===== src/rtl/pipeline_pkg.sv =====
// Shared constants and helpers for the N-stage valid/ready pipeline.
package pipeline_pkg;

  localparam int unsigned DEF_WIDTH  = 8;
  localparam int unsigned DEF_STAGES = 3;

  // Bits needed to count 0..stages valid words.
  function automatic int unsigned occ_width(input int unsigned stages);
    return $clog2(stages + 1);
  endfunction

endpackage


===== src/rtl/pipe_stage.sv =====
// One pipeline slot: valid bit plus data register with load enable,
// synchronous flush and asynchronous active-low reset.
module pipe_stage #(
  parameter int unsigned WIDTH = 8
) (
  input  logic             clk,
  input  logic             rst_n,
  input  logic             load,
  input  logic             flush,
  input  logic             v_in,
  input  logic [WIDTH-1:0] d_in,
  output logic             v_q,
  output logic [WIDTH-1:0] d_q
);

  logic             v_d;
  logic [WIDTH-1:0] d_d;

  // Next state: data only moves with a valid word; flush kills the valid bit.
  always_comb begin
    v_d = v_q;
    d_d = d_q;
    if (load) begin
      v_d = v_in;
      if (v_in) begin
        d_d = d_in;
      end
    end
    if (flush) begin
      v_d = 1'b0;
    end
  end

  // Slot registers.
  always_ff @(posedge clk or negedge rst_n) begin
    if (!rst_n) begin
      v_q <= 1'b0;
      d_q <= '0;
    end else begin
      v_q <= v_d;
      d_q <= d_d;
    end
  end

endmodule


===== src/rtl/pipeline_n.sv =====
// N-stage elastic pipeline with per-stage valid bits, a combinational
// ready chain from the downstream acknowledge, flush and occupancy count.
module pipeline_n
  import pipeline_pkg::*;
#(
  parameter int unsigned WIDTH  = DEF_WIDTH,
  parameter int unsigned STAGES = DEF_STAGES
) (
  input  logic                            clk,
  input  logic                            reset,
  input  logic                            DIR,
  output logic                            ack_up,
  input  logic [WIDTH-1:0]                data_in,
  output logic                            DOR,
  input  logic                            ack_down,
  output logic [WIDTH-1:0]                data_out,
  input  logic                            flush,
  output logic [occ_width(STAGES)-1:0]    occupancy
);

  localparam int unsigned OCC_W = occ_width(STAGES);

  logic [STAGES-1:0] v;
  logic [WIDTH-1:0]  d [STAGES];
  logic [STAGES:0]   rdy;

  // Ready chain: a stage can load when it is empty or its successor moves.
  always_comb begin
    logic chain;
    chain       = ack_down;
    rdy         = '0;
    rdy[STAGES] = ack_down;
    for (int unsigned i = STAGES; i > 0; i--) begin
      chain    = ~v[i-1] | chain;
      rdy[i-1] = chain;
    end
  end

  // Upstream handshake: blocked during flush and while reset is held.
  always_comb begin
    ack_up = rdy[0] & ~flush & reset;
  end

  for (genvar g = 0; g < STAGES; g++) begin : g_stage
    logic             v_in;
    logic [WIDTH-1:0] d_in;

    if (g == 0) begin : g_first
      assign v_in = DIR & ack_up;
      assign d_in = data_in;
    end else begin : g_next
      assign v_in = v[g-1];
      assign d_in = d[g-1];
    end

    pipe_stage #(
      .WIDTH(WIDTH)
    ) u_stage (
      .clk   (clk),
      .rst_n (reset),
      .load  (rdy[g]),
      .flush (flush),
      .v_in  (v_in),
      .d_in  (d_in),
      .v_q   (v[g]),
      .d_q   (d[g])
    );
  end

  // Outputs come straight from the last stage registers.
  always_comb begin
    DOR      = v[STAGES-1];
    data_out = d[STAGES-1];
  end

  // Occupancy is the population count of the registered valid bits.
  always_comb begin
    occupancy = '0;
    for (int unsigned i = 0; i < STAGES; i++) begin
      occupancy = occupancy + OCC_W'(v[i]);
    end
  end

endmodule


===== config.mk =====
export PLATFORM = sky130hd
export DESIGN_NAME = pipeline_n
export DESIGN_NICKNAME = d
export VERILOG_FILES = /design/src/rtl/pipeline_pkg.sv /design/src/rtl/pipe_stage.sv /design/src/rtl/pipeline_n.sv
export SDC_FILE = /design/constraint.sdc
export NUM_CORES = 1
export LEC_CHECK = 0
export ABC_AREA = 1
export BUFFER_PORTS_ARGS = -buffer_cell sky130_fd_sc_hd__buf_2
export CAP_MARGIN = 20
export CORE_MARGIN = 1.5
export CORE_UTILIZATION = 25
export DETAILED_ROUTE_END_ITERATION = 6
export SLEW_MARGIN = 25
export SYNTH_ARGS = -nofsm -noshare
export SYNTH_HDL_FRONTEND = slang
export SYNTH_SLANG_ARGS = --single-unit

===== constraint.sdc =====
create_clock -name clk -period 2.8 [get_ports clk]
set_clock_uncertainty 0.1 [all_clocks]
set_input_delay 0.7 -clock clk [delete_from_list [all_inputs] [get_ports clk]]
set_output_delay 0.7 -clock clk [all_outputs]
set_load 0.02 [all_outputs]

==> flow_metrics.env <==
export IMPL_worst_path_max_delay_cell="fa_1"
export IMPL_nets=155
export IMPL_yosys_area_share_simple_pct=23.7
export IMPL_multi_input_area_um2=368
export IMPL_initial_core_util_pct=25.9
export IMPL_tns_ps=0
export IMPL_grt_pass1_wl_um=3440
export IMPL_setup_viol=0
export IMPL_cts_tree="built"
export IMPL_ir_worst_vdd_mv=0.191
export IMPL_swShare_pct=29.4
export IMPL_p_switching_uw=263
export IMPL_firstDrtPassIters=4
export IMPL_synth_top_family_by_area="simple AND/OR/NAND/NOR gates"
export IMPL_clock_sinks=27
export IMPL_synthTopCellsByCount="33 x nand2_1, 27 x dfrtp_1, 11 x inv_1"
export IMPL_synth_compound_area_share_pct=7.38
export IMPL_min_path_type="in2async"
export IMPL_ys_seq_area_share_pct=60.4
export IMPL_synth_area_leaders="dfrtp_1 60%, nand2_1 11%, nand4_1 5.0%"
export IMPL_cpPeakStageDelay_ps=520
export IMPL_synthAdderAreaFrac_pct=1.79
export IMPL_yosys_register_bits=27
export IMPL_vias=824
export IMPL_cts_resized=0
export IMPL_ys_warn_count=0
export IMPL_fillers=489
export IMPL_pin_count=25
export IMPL_die_x_um=69.9
export IMPL_htree_levels=1
export IMPL_worst_slew_pin_slew_ps=376
export IMPL_io_buffers=24
export IMPL_seq_power_share_pct=55.6
export IMPL_cts_inserted_buffers=3
export IMPL_antenna_cells=0
export IMPL_fp_dieH_um=69.9
export IMPL_drive_above_1_share_pct=25.0
export IMPL_synth_ff_type="dfrtp_1"
export IMPL_synth_async_reset_ratio_pct=100
export IMPL_power_density_nw_per_um2=672
export IMPL_drtIter0Drc=26
export IMPL_yosysUniqueCellTypes=17
export IMPL_hold_buffers=0
export IMPL_synth_most_common_cell="nand2_1"
export IMPL_netlist_instances=114
export IMPL_crit_chain="fa_1 > buf_2"
export IMPL_timing_final_crit_share_pct=79.4
export IMPL_synth_area_per_cell_um2=9.81
export IMPL_period_needed_ps=2220
export IMPL_grt_max_degree=28
export IMPL_power_internal_uw=631
export IMPL_cts_buffer_depth=2
export IMPL_cts_clk_slew_worst_paths_ps=80
export IMPL_p_comb_share_pct=20.5
export IMPL_cp_max_fo=6
export IMPL_grt_overflow_total=0
export IMPL_grt_pass1_vias=773
export IMPL_syn_area_um2=1120
export IMPL_end_kind="output port"
export IMPL_hold_violations=0
export IMPL_leakagePower_uw=0.000706
export IMPL_finalMaxSlewViolations=0
export IMPL_drtAntennaViolNets=0
export IMPL_crit_arrival_ps=1420
export IMPL_postCtsSetupBuffers=0
export IMPL_layout_area_overhead_vs_synth_pct=18.9
export IMPL_dieArea_um2=4880
export IMPL_wl_per_cell_um=10.0
export IMPL_routed_wirelength_um=1920
export IMPL_dp_cells=188
export IMPL_area_sequential_um2=676
export IMPL_gp_congestion=0.674
export IMPL_antenna_found_initial=0
export IMPL_dp_hpwl_um=1440
export IMPL_fmax_ghz=0.450
export IMPL_synth_xor_area_share_pct=0
export IMPL_max_cap_violations=0
export IMPL_pwr_share_clk_pct=23.9
export IMPL_drc=0
export IMPL_rsz0062_at_grt="no"
export IMPL_slew_headroom_pct=74.9
export IMPL_clk_latency_ps=270
export IMPL_status="finished, final reports clean"
export IMPL_root_buffer="clkbuf_8"
export IMPL_vias_per_cell=4.29
export IMPL_rows=24
export IMPL_start_kind="register"
export IMPL_synthMuxAreaShare_pct=0
export IMPL_gr_usage_all_layers_pct=8.92
export IMPL_synth_largest_area_cell="dfrtp_1"
export IMPL_required_ps=2000
export IMPL_synth_fp_nets=128
export IMPL_synth_edf_count=0
export IMPL_instances_no_fill=192
export IMPL_synth_top_cell_area_share_pct=60.4
export IMPL_core_area_um2=4320
export IMPL_critical_path_class="reg2out"
cells by family (layout without fill, tap and decap cells):
family / after synthesis / after routing
fa+ha+maj: 1 / 1
compound gates: 15 / 15
flops: 27 / 27
simple gates: 56 / 56
buf+inv: 15 / 41
layer usage:
metal / GRT usage (%) / up-vias / part of all wire, %
met5: 0 / - / 0
met4: 5.77 / 0 / 3.0
met3: 1.88 / 5 / 3.9
met2: 12.9 / 23 / 42
met1: 12.1 / 374 / 51
li1: - / 422 / -
layout by cell type (no fill, tap or decap):
master,instances
nand3_2,2
nor2_1,6
clkbuf_8,3
o21ai_1,1
nand2_4,1
buf_4,2
dfrtp_1,27
inv_1,11
nand3_1,4
nor2_4,1
clkbuf_1,1
a21oi_2,2
o21ai_0,6
buf_2,24
a21oi_1,6
nand2_1,33
nand4_1,9
fa_1,1
cell type report:
class | instances | share of cell area, %
clock buffer | 4 | 3.39
inverter | 11 | 3.10
multi-input combinational | 72 | 27.7
sequential | 27 | 50.8
tap | 52 | 4.89
timing repair buffer | 26 | 10.2
stage by stage:
step                setup WS [ps]  hold WS, ps  total power [uW]  utilization, %  cell area [um2]
floorplan                     779          304               624               -             1120
global placement              688          352               688            29.7             1280
detailed placement            670          358               694            29.7             1280
CTS                           556          324               913            30.8             1330
global route                  513          353               955            30.8             1330
finish                        576          315               894            30.8             1330
flip-flops by register name (all words and copies together) (netlist names):
| name | count |
|---|---|
| g_stage.u_stage.v_q | 3 |
| g_stage.u_stage.d_q | 24 |
worst max-delay path, delay by kind of cell (launching register included):
family	cells	cell delay [ps]
flip-flops	1	480
adder cells (fa/ha/maj)	1	520
buffers and inverters	1	150
path summary, 6_finish.rpt:
kind	startpoint	end	slack, ps	depth (start not counted)
worst min-delay path	reset	g_stage[0].u_stage.d_q[4]	320	2
max in group asynchronous	reset	g_stage[2].u_stage.d_q[7]	2030	2
worst min register to register	g_stage[2].u_stage.d_q[0]	g_stage[2].u_stage.d_q[0]	370	2
worst max-delay path	g_stage[0].u_stage.v_q	occupancy[0]	580	2
min in group clk	g_stage[2].u_stage.d_q[0]	g_stage[2].u_stage.d_q[0]	370	2
worst max register to register	g_stage[1].u_stage.v_q	g_stage[0].u_stage.d_q[0]	1430	5
power by group through the flow:
stage	registers (uW)	clock network [uW]	logic [uW]
after CTS	499	226	188
final	497	214	183
after global placement	504	0	183
after global routing	508	237	209
after floorplan	542	0	81.3
after detailed placement	507	0	187
Power figures use the tool's default switching activity.
